`src/rtl/data_read_axi_pkg.sv`:
```
`default_nettype none
// ---------------------------------------------------------------------------
// Module   : data_read_axi_pkg
// Purpose  : FSM encodings, AXI response codes and helpers shared by the
//            data_read AXI4-Lite master and slave.
// Revision : 1.0 - initial release
// ---------------------------------------------------------------------------
package data_read_axi_pkg;

   typedef logic [2:0] axi_state_t;
   typedef logic [1:0] axi_resp_t;

   localparam axi_state_t ST_IDLE    = 3'd0;
   localparam axi_state_t ST_WR_REQ  = 3'd1;
   localparam axi_state_t ST_WR_RESP = 3'd2;
   localparam axi_state_t ST_RD_REQ  = 3'd3;
   localparam axi_state_t ST_RD_DATA = 3'd4;
   localparam axi_state_t ST_RSP     = 3'd5;

   localparam axi_resp_t RESP_OKAY   = 2'b00;
   localparam axi_resp_t RESP_EXOKAY = 2'b01;
   localparam axi_resp_t RESP_SLVERR = 2'b10;
   localparam axi_resp_t RESP_DECERR = 2'b11;

   // States in which the master is waiting on the slave.
   function automatic logic is_wait_state(input axi_state_t state);
      return (state != ST_IDLE) && (state != ST_RSP);
   endfunction

endpackage
`default_nettype wire

```
`src/rtl/data_read_axi_master_wdog.sv`:
```
`default_nettype none
// ---------------------------------------------------------------------------
// Module   : data_read_axi_master_wdog
// Purpose  : Counts cycles spent in one master state and raises a sticky flag
//            when a slave-wait state lasts TIMEOUT cycles.
// Revision : 1.0 - initial release
// ---------------------------------------------------------------------------
module data_read_axi_master_wdog
   import data_read_axi_pkg::*;
#(
   parameter int unsigned TIMEOUT = 1024
)(
   input  logic       clk,
   input  logic       rst,
   input  axi_state_t i_state,
   output logic       o_timeout
);

   localparam int unsigned             c_CNT_W = $clog2(TIMEOUT + 1);
   localparam logic [c_CNT_W-1:0]      c_SAT   = c_CNT_W'(TIMEOUT);
   localparam logic [c_CNT_W-1:0]      c_LAST  = c_CNT_W'(TIMEOUT - 1);
   localparam logic [c_CNT_W-1:0]      c_ONE   = c_CNT_W'(1);

   axi_state_t         r_prev_state;
   logic [c_CNT_W-1:0] r_count;
   logic [c_CNT_W-1:0] w_count_cur;
   logic               r_timeout;

   // A state change restarts the count within the same cycle it is seen.
   assign w_count_cur = (i_state != r_prev_state) ? '0 : r_count;

   always_ff @(posedge clk or posedge rst) begin
      if (rst) begin
         r_prev_state <= ST_IDLE;
         r_count      <= '0;
         r_timeout    <= 1'b0;
      end else begin
         r_prev_state <= i_state;
         if (w_count_cur != c_SAT) begin
            r_count <= w_count_cur + c_ONE;
         end else begin
            r_count <= w_count_cur;
         end
         if (is_wait_state(i_state) && (w_count_cur == c_LAST)) begin
            r_timeout <= 1'b1;
         end
      end
   end

   assign o_timeout = r_timeout;

endmodule
`default_nettype wire

```
`src/rtl/data_read_axi_master.sv`:
```
`default_nettype none
// ---------------------------------------------------------------------------
// Module   : data_read_axi_master
// Purpose  : AXI4-Lite master issuing one read or write per command, with the
//            result returned on a valid/ready response port.
//            Optional watchdog: define DATA_READ_AXI_MASTER_TIMEOUT_EN.
// Revision : 1.0 - initial release
// ---------------------------------------------------------------------------
module data_read_axi_master
   import data_read_axi_pkg::*;
#(
   parameter int unsigned ADDR_W  = 32,
   parameter int unsigned DATA_W  = 32,
   parameter int unsigned TIMEOUT = 1024
)(
   input  logic                M_AXI_ACLK,
   input  logic                M_AXI_ARESET,
   input  logic                cmd_valid,
   output logic                cmd_ready,
   input  logic                cmd_write,
   input  logic [ADDR_W-1:0]   cmd_addr,
   input  logic [DATA_W-1:0]   cmd_wdata,
   input  logic [DATA_W/8-1:0] cmd_wstrb,
   output logic                rsp_valid,
   input  logic                rsp_ready,
   output logic [DATA_W-1:0]   rsp_rdata,
   output logic [1:0]          rsp_resp,
   output logic [ADDR_W-1:0]   M_AXI_AWADDR,
   output logic                M_AXI_AWVALID,
   input  logic                M_AXI_AWREADY,
   output logic [DATA_W-1:0]   M_AXI_WDATA,
   output logic [DATA_W/8-1:0] M_AXI_WSTRB,
   output logic                M_AXI_WVALID,
   input  logic                M_AXI_WREADY,
   input  logic [1:0]          M_AXI_BRESP,
   input  logic                M_AXI_BVALID,
   output logic                M_AXI_BREADY,
   output logic [ADDR_W-1:0]   M_AXI_ARADDR,
   output logic                M_AXI_ARVALID,
   input  logic                M_AXI_ARREADY,
   input  logic [DATA_W-1:0]   M_AXI_RDATA,
   input  logic [1:0]          M_AXI_RRESP,
   input  logic                M_AXI_RVALID,
   output logic                M_AXI_RREADY,
   output logic                timeout_err
);

   axi_state_t          r_state;
   logic [ADDR_W-1:0]   r_addr;
   logic [DATA_W-1:0]   r_wdata;
   logic [DATA_W/8-1:0] r_wstrb;
   logic                r_awvalid;
   logic                r_wvalid;
   logic                r_bready;
   logic                r_arvalid;
   logic                r_rready;
   logic                r_rsp_valid;
   logic [DATA_W-1:0]   r_rsp_rdata;
   axi_resp_t           r_rsp_resp;

   logic w_aw_hs;
   logic w_w_hs;
   logic w_aw_fin;
   logic w_w_fin;
   logic w_timeout;

   if (TIMEOUT < 1) begin : g_timeout_range
      $error("data_read_axi_master: TIMEOUT must be at least 1");
   end

   assign w_aw_hs  = r_awvalid & M_AXI_AWREADY;
   assign w_w_hs   = r_wvalid & M_AXI_WREADY;
   // A channel is finished once its VALID has dropped or it handshakes now.
   assign w_aw_fin = ~r_awvalid | M_AXI_AWREADY;
   assign w_w_fin  = ~r_wvalid | M_AXI_WREADY;

   // Held low while reset is asserted so no command is taken during reset.
   assign cmd_ready = (r_state == ST_IDLE) && !M_AXI_ARESET;

   always_ff @(posedge M_AXI_ACLK or posedge M_AXI_ARESET) begin
      if (M_AXI_ARESET) begin
         r_state     <= ST_IDLE;
         r_addr      <= '0;
         r_wdata     <= '0;
         r_wstrb     <= '0;
         r_awvalid   <= 1'b0;
         r_wvalid    <= 1'b0;
         r_bready    <= 1'b0;
         r_arvalid   <= 1'b0;
         r_rready    <= 1'b0;
         r_rsp_valid <= 1'b0;
         r_rsp_rdata <= '0;
         r_rsp_resp  <= RESP_OKAY;
      end else begin
         case (r_state)
            ST_IDLE: begin
               if (cmd_valid && cmd_ready) begin
                  r_addr  <= cmd_addr;
                  r_wdata <= cmd_wdata;
                  r_wstrb <= cmd_wstrb;
                  if (cmd_write) begin
                     r_awvalid <= 1'b1;
                     r_wvalid  <= 1'b1;
                     r_state   <= ST_WR_REQ;
                  end else begin
                     r_arvalid <= 1'b1;
                     r_state   <= ST_RD_REQ;
                  end
               end
            end
            ST_WR_REQ: begin
               if (w_aw_hs) begin
                  r_awvalid <= 1'b0;
               end
               if (w_w_hs) begin
                  r_wvalid <= 1'b0;
               end
               if (w_aw_fin && w_w_fin) begin
                  r_bready <= 1'b1;
                  r_state  <= ST_WR_RESP;
               end
            end
            ST_WR_RESP: begin
               if (M_AXI_BVALID) begin
                  r_bready    <= 1'b0;
                  r_rsp_resp  <= M_AXI_BRESP;
                  r_rsp_rdata <= '0;
                  r_rsp_valid <= 1'b1;
                  r_state     <= ST_RSP;
               end
            end
            ST_RD_REQ: begin
               if (M_AXI_ARREADY) begin
                  r_arvalid <= 1'b0;
                  r_rready  <= 1'b1;
                  r_state   <= ST_RD_DATA;
               end
            end
            ST_RD_DATA: begin
               if (M_AXI_RVALID) begin
                  r_rready    <= 1'b0;
                  r_rsp_resp  <= M_AXI_RRESP;
                  r_rsp_rdata <= M_AXI_RDATA;
                  r_rsp_valid <= 1'b1;
                  r_state     <= ST_RSP;
               end
            end
            ST_RSP: begin
               if (rsp_ready) begin
                  r_rsp_valid <= 1'b0;
                  r_state     <= ST_IDLE;
               end
            end
            default: begin
               r_state <= ST_IDLE;
            end
         endcase
      end
   end

`ifdef DATA_READ_AXI_MASTER_TIMEOUT_EN
   data_read_axi_master_wdog #(
      .TIMEOUT (TIMEOUT)
   ) u_wdog (
      .clk       (M_AXI_ACLK),
      .rst       (M_AXI_ARESET),
      .i_state   (r_state),
      .o_timeout (w_timeout)
   );
`else
   assign w_timeout = 1'b0;
`endif

   assign timeout_err   = w_timeout;

   assign M_AXI_AWADDR  = r_addr;
   assign M_AXI_AWVALID = r_awvalid;
   assign M_AXI_WDATA   = r_wdata;
   assign M_AXI_WSTRB   = r_wstrb;
   assign M_AXI_WVALID  = r_wvalid;
   assign M_AXI_BREADY  = r_bready;
   assign M_AXI_ARADDR  = r_addr;
   assign M_AXI_ARVALID = r_arvalid;
   assign M_AXI_RREADY  = r_rready;
   assign rsp_valid     = r_rsp_valid;
   assign rsp_rdata     = r_rsp_rdata;
   assign rsp_resp      = r_rsp_resp;

endmodule
`default_nettype wire

```
`config.mk`:
```
export PLATFORM = sky130hd
export DESIGN_NAME = data_read_axi_master
export DESIGN_NICKNAME = d
export VERILOG_FILES = /design/src/rtl/data_read_axi_pkg.sv /design/src/rtl/data_read_axi_master_wdog.sv /design/src/rtl/data_read_axi_master.sv
export SDC_FILE = /design/constraint.sdc
export NUM_CORES = 1
export LEC_CHECK = 0
export BUFFER_PORTS_ARGS = -buffer_cell sky130_fd_sc_hd__buf_4
export CAP_MARGIN = 20
export CORE_ASPECT_RATIO = 0.8
export CORE_MARGIN = 1.5
export CORE_UTILIZATION = 49
export DETAILED_ROUTE_END_ITERATION = 10
export PLACE_DENSITY_LB_ADDON = 0.05
export SYNTH_ARGS = -nofsm -noshare
export SYNTH_HDL_FRONTEND = slang
export SYNTH_SLANG_ARGS = --single-unit
```
`constraint.sdc`:
```
create_clock -name M_AXI_ACLK -period 4.5 [get_ports M_AXI_ACLK]
set_input_delay 0.225 -clock M_AXI_ACLK [delete_from_list [all_inputs] [get_ports M_AXI_ACLK]]
set_output_delay 0.225 -clock M_AXI_ACLK [all_outputs]
set_load 0.05 [all_outputs]
```
# After elaboration in Yosys (flattened, before gate mapping)
# Cells that the tools add are included.
# Widths: inputs -> output; s select.
[word_totals] input_bits=114 regBits=111
[classes] n_reduce_logical=20 eq_ne=15 bitwise=6 muxes=34
[op_table] cell="$mux 32" count=2
[op_table] cell="$pmux 32 s2" count=1
[op_table] cell="$mux 3" count=6
[op_table] cell="$ne 2x2->1 const B" count=9
[op_table] cell="$pmux 3 s6" count=1
[op_table] cell="$reduce_and 4->1" count=4
[op_table] cell="$mux 1" count=14
[op_table] cell="$pmux 1 s2" count=5
[op_table] cell="$reduce_bool 2->1" count=5
[op_table] cell="$reduce_and 3->1" count=3
[op_table] cell="$eq 3x2->1 const B" count=2
[op_table] cell="$eq 3x3->1 const B" count=2
[op_table] cell="$mux 2" count=3
[op_table] cell="$reduce_and 6->1" count=1
[op_table] cell="$pmux 2 s2" count=1
[op_table] cell="$eq 3x1->1 const B" count=1
[op_table] cell="$logic_and 1x1->1" count=3
[op_table] cell="$logic_not 3->1" count=1
[op_table] cell="$pmux 1 s3" count=1
[op_table] cell="$reduce_bool 3->1" count=1
[op_table] cell="$and 1x1->1" count=2
[op_table] cell="$ne 2x1->1 const B" count=1
[op_table] cell="$not 1->1" count=2
[op_table] cell="$or 1x1->1" count=2
[op_table] cell="other kinds (2)" count=2

# Longest topological paths before layout
[logic_depth] word_depth=5 depth_mapped=8 depth_no_buf=3

# Least setup slack after synthesis
# No wires, ideal clock.
[synth_path] kind="input -> register" start="input port M_AXI_ARESET" end="register r_state[1]" path_stages=3 path_slack_ps=1333 t_arrival_ps=3061 required_time_ps=4394 cell_sequence="inv_1 > a31oi_1 > a221oi_1"
[synth_via] elab_chain_cells=5
[synth_rtl] item="from (decl)" line="data_read_axi_master.sv:17" rtl="input logic M_AXI_ARESET,"
[synth_rtl] item="$logic_not 1->1 (no line)"
[synth_rtl] item="$logic_and 1x1->1" line="data_read_axi_master.sv:78" rtl="assign cmd_ready = (r_state == ST_IDLE) && !M_AXI_ARESET;"
[synth_rtl] item="$logic_and 1x1->1" line="data_read_axi_master.sv:97" rtl="if (cmd_valid && cmd_ready) begin"
[synth_rtl] item="$ne 2x1->1 (no line)"
[synth_rtl] item="$reduce_and 6->1 (no line)"
[synth_rtl] item="to (signal assigned)" line="data_read_axi_master.sv:82" rtl="r_state <= ST_IDLE;"
[synth_rtl] item="to (signal assigned)" line="data_read_axi_master.sv:104" rtl="r_state <= ST_WR_REQ;"
[synth_rtl] item="to (signal assigned)" line="data_read_axi_master.sv:107" rtl="r_state <= ST_RD_REQ;"
[synth_rtl] item="to (decl)" line="data_read_axi_master.sv:48" rtl="axi_state_t r_state;"
# No other way between the ends.
# A chain may end at the register's enable or synchronous reset.

# Worst setup path after layout
[layout_path] start="register r_state[1]" end="register r_wdata[22], in the netlist M_AXI_WDATA[22]"
[layout_via] elab_chain_cells=4
[layout_rtl] item="$logic_not 3->1 (*)" line="data_read_axi_master.sv:78, data_read_axi_master.sv:95"
[layout_rtl] item="$logic_and 1x1->1" line="data_read_axi_master.sv:78"
[layout_rtl] item="$logic_and 1x1->1" line="data_read_axi_master.sv:97"
[layout_rtl] item="$reduce_and 2->1 (no line) (*)"
[layout_rtl] item="to (signal assigned)" line="data_read_axi_master.sv:99" rtl="r_wdata <= cmd_wdata;"
[layout_rtl] item="to (decl)" line="data_read_axi_master.sv:50" rtl="logic [DATA_W-1:0] r_wdata;"
# Mark *: on every way between the ends. The rest lies on a longest branch, timed or not.

==> metrics.txt <==
# TYPE chip_impl_metric gauge
chip_impl_info{name="cts.root.buffer_cell",value="clkbuf_16"} 1
chip_impl_info{name="rsz0062_at_grt",value="false"} 1
chip_impl_metric{name="clkLatencyLatePin",unit="ns"} 0.34
chip_impl_metric{name="timing.critical_path.required",unit="ns"} 4.73
chip_impl_metric{name="worstMarginPinSlew",unit="ns"} 1.01
chip_impl_metric{name="synth_area",unit="µm²"} 4900
chip_impl_metric{name="crit_fanout",unit=""} 68
chip_impl_info{name="cts_tree",value="built"} 1
chip_impl_metric{name="share_of_synthesized_flip_flops_with_an_asynchronous_set_or_reset",unit="%"} 100
chip_impl_metric{name="sequential_cell_area_fraction_in_the_yosys_report",unit="%"} 56.7
chip_impl_metric{name="num-fill-cells",unit=""} 722
chip_impl_metric{name="area_delta_synth_final",unit="%"} 42.9
chip_impl_metric{name="drcViolationCount",unit=""} 0
chip_impl_metric{name="critical_path_arrival",unit="ns"} 2.52
chip_impl_metric{name="final.period_utilization",unit="%"} 50.9
chip_impl_metric{name="hpwlAfterDp",unit="mm"} 8.40
chip_impl_metric{name="yosys_warnings",unit=""} 0
chip_impl_metric{name="grt_pass1_vias",unit=""} 3532
chip_impl_metric{name="die-area",unit="µm²"} 10600
chip_impl_info{name="postSynth.topFlopCell",value="dfrtp_1"} 1
chip_impl_metric{name="gp_routability_congestion",unit=""} 0.833
chip_impl_metric{name="nets",unit=""} 709
chip_impl_metric{name="io_buffers",unit=""} 254
chip_impl_metric{name="route.vias.total",unit=""} 3559
chip_impl_metric{name="synth.lib_cells_used.distinct",unit=""} 39
chip_impl_metric{name="worstRegToRegCells",unit=""} 3
chip_impl_metric{name="route.detailed.vias_per_inst",unit=""} 4.84
chip_impl_metric{name="io_count",unit=""} 256
chip_impl_info{name="synth_top_area_cell",value="dfrtp_1"} 1
chip_impl_metric{name="std_cell_rows",unit=""} 32
chip_impl_info{name="worst_path_max_delay_cell",value="or3_4"} 1
chip_impl_metric{name="detail_route.wirelength.met1",unit="mm"} 4.29
chip_impl_metric{name="drt-wirelength-per-cell",unit="µm"} 15.5
chip_impl_info{name="crit_path_start_kind",value="register"} 1
chip_impl_metric{name="drt_first_pass_iters",unit=""} 6
chip_impl_metric{name="critPathMaxStageDelay",unit="ns"} 0.81
chip_impl_metric{name="clkSlewWorstSetupHoldPaths",unit="ns"} 0.07
chip_impl_metric{name="start_util",unit="%"} 50.6
chip_impl_info{name="outcome",value="finished, final reports clean"} 1
chip_impl_metric{name="whs",unit="ns"} 0.0616
chip_impl_metric{name="maxCapViolations",unit=""} 0
chip_impl_metric{name="grt_antenna_before_repair",unit=""} 0
chip_impl_metric{name="synth-adder-area-share",unit="%"} 0
chip_impl_metric{name="met2RoutedLength",unit="mm"} 5.98
chip_impl_metric{name="track_usage",unit="%"} 21.3
chip_impl_metric{name="clock-skew-final",unit="ns"} 0.00822
chip_impl_info{name="synth_top_family_by_area",value="multiplexers"} 1
chip_impl_info{name="r2r-start",value="r_state[1]"} 1
chip_impl_metric{name="detail-route-antenna-nets",unit=""} 0
chip_impl_metric{name="wirelength",unit="mm"} 11.4
chip_impl_info{name="path_cells",value="or2_1 -> or3_4 -> mux2_2"} 1
chip_impl_info{name="endpoint_kind",value="register"} 1
chip_impl_info{name="synthMostInstantiatedCell",value="dfrtp_1"} 1
chip_impl_metric{name="globalRoute.totalOverflow",unit=""} 0
chip_impl_metric{name="fmax",unit="GHz"} 0.437
chip_impl_metric{name="first_pass_grt_wire_length",unit="mm"} 17.4
chip_impl_metric{name="setup_viol_count_final",unit=""} 0
chip_impl_metric{name="minimum_setup_slack_among_reg_to_reg_paths",unit="ns"} 2.21
chip_impl_info{name="terminus_of_the_critical_flop_to_flop_path",value="M_AXI_WDATA[22]"} 1
chip_impl_metric{name="cts-buffers-inserted",unit=""} 9
chip_impl_info{name="synth.top_cells.by_area",value="dfrtp_1 57%, mux2_2 12%, mux2i_1 6.5%"} 1
chip_impl_metric{name="post-synth-top-area-fraction",unit="%"} 56.7
chip_impl_metric{name="clk_path_buf_depth",unit=""} 2
chip_impl_metric{name="chip_width",unit="µm"} 115
chip_impl_metric{name="synth_register_bits",unit=""} 111
chip_impl_metric{name="syn_inst",unit=""} 381
chip_impl_metric{name="detailroute.wirelength.met3",unit="µm"} 858
chip_impl_metric{name="synth_xor_xnor_area_share",unit="%"} 0
chip_impl_info{name="highest_layer",value="met4"} 1
chip_impl_metric{name="synth_enable_flop_cells",unit=""} 0
chip_impl_metric{name="hold_buffers",unit=""} 0
chip_impl_metric{name="detailedRoute.firstIterationViolations",unit=""} 110
chip_impl_metric{name="fraction_of_layout_cells_with_a_size_suffix_above_1",unit="%"} 58.5
chip_impl_metric{name="timing.slew.headroom",unit="%"} 32.9
chip_impl_metric{name="cts.htree.levels",unit=""} 3
chip_impl_info{name="hp-class",value="primary input to async pin"} 1
chip_impl_metric{name="multi_input_area",unit="µm²"} 1630
chip_impl_metric{name="final-seq-area",unit="µm²"} 2780
chip_impl_info{name="ys_top_cells_by_count",value="111 x dfrtp_1, 53 x mux2_2, 38 x inv_1"} 1
chip_impl_info{name="setup_cp_type",value="register to register"} 1
chip_impl_metric{name="syn-mean-instance-area",unit="µm²"} 12.9
chip_impl_metric{name="antenna_cells",unit=""} 0
chip_impl_metric{name="finalHoldViolCount",unit=""} 0
chip_impl_metric{name="synth_compound_area_share",unit="%"} 3.32
chip_impl_metric{name="period_minus_slack",unit="ns"} 2.29
chip_impl_metric{name="postCtsResizedCells",unit=""} 0
chip_impl_metric{name="timing_max_transition_violations_final",unit=""} 0
chip_impl_metric{name="synth_simple_gate_area_share",unit="%"} 4.60
chip_impl_metric{name="cts_num_sinks",unit=""} 111
chip_impl_metric{name="die_h",unit="µm"} 92.4
chip_impl_metric{name="setup-tns-final",unit="ns"} 0
chip_impl_metric{name="post_cts_buffers",unit=""} 0
chip_impl_metric{name="synth_mux_area_share",unit="%"} 24.9
chip_impl_metric{name="grt_max_degree",unit=""} 74
chip_impl_metric{name="synth.net_count",unit=""} 495
chip_impl_metric{name="core_area",unit="µm²"} 9690
==> placed cells by master (no fill, tap or decap), types with 2 or more instances in the layout <==
| master | instances |
|---|---|
| inv_1 | 37 |
| a21o_1 | 2 |
| buf_4 | 257 |
| mux2_4 | 20 |
| dfrtp_1 | 111 |
| clkinv_2 | 2 |
| nor3_1 | 2 |
| bufinv_16 | 3 |
| o21ai_0 | 2 |
| a31oi_1 | 2 |
| nor4_1 | 2 |
| a22oi_1 | 2 |
| a21oi_1 | 2 |
| mux2_2 | 53 |
| nand2_1 | 34 |
| nor2b_1 | 2 |
| nor2_1 | 2 |
| mux2i_1 | 32 |
| nand3b_1 | 2 |
| clkbuf_16 | 9 |
| a2bb2oi_1 | 2 |
==> worst max path at each step <==
| stage | from | end | slack [ns] |
|---|---|---|---|
| after floorplan | M_AXI_ARESET | M_AXI_ARADDR[0] | 1.33 |
| after CTS | r_state[1] | M_AXI_WDATA[10] | 2.22 |
| after global routing | r_state[1] | M_AXI_WDATA[19] | 2.06 |
| after detailed placement | r_state[1] | M_AXI_WDATA[10] | 2.24 |
| after global placement | r_state[1] | M_AXI_WDATA[19] | 2.33 |
| final | r_state[1] | M_AXI_WDATA[22] | 2.21 |
==> state kept, by name, summed over array words and instances (netlist names) <==
signal,count
r_state,3
rsp_rdata,32
M_AXI_WVALID,1
rsp_valid,1
M_AXI_ARADDR,32
M_AXI_WSTRB,4
M_AXI_BREADY,1
M_AXI_ARVALID,1
rsp_resp,2
M_AXI_RREADY,1
M_AXI_WDATA,32
M_AXI_AWVALID,1
==> per-layer routing <==
layer	track usage [%]	vias to the layer above
met1	23.9	1751
li1	-	1652
met5	0	-
met2	37.7	136
met4	7.41	0
met3	7.59	20
==> final cells by class <==
cell class | count | area share [%]
Clock inverter | 6 | 1.54
Multi-Input combinational cell | 178 | 23.3
Sequential cell | 111 | 39.7
Timing Repair Buffer | 257 | 27.6
Clock buffer | 10 | 3.41
Tap cell | 136 | 2.43
Inverter | 38 | 2.07
==> cell families after synthesis <==
family,Yosys count
other cells,1
buf+inv,92
flops,111
compound gates,22
simple gates,50
mux,105
==> stage by stage <==
stage / utilization (%) / instance area [µm²] / instances / setup WS [ns]
floorplan: - / 4900 / 381 / 1.33
global placement: 68.7 / 6650 / 720 / 2.33
detailed placement: 68.7 / 6650 / 720 / 2.24
CTS: 72.2 / 7000 / 736 / 2.22
global route: 72.2 / 7000 / 736 / 2.06
finish: 72.2 / 7000 / 736 / 2.21
==> critical path: cells and delay by family (launching register included) <==
| family | cells | cell delay, ns |
|---|---|---|
| simple gates | 2 | 1.08 |
| flops | 1 | 0.61 |
| mux | 1 | 0.42 |
Power is not shown: default switching activity piles up to over one toggle a cycle in this logic, so the estimate is an artifact.
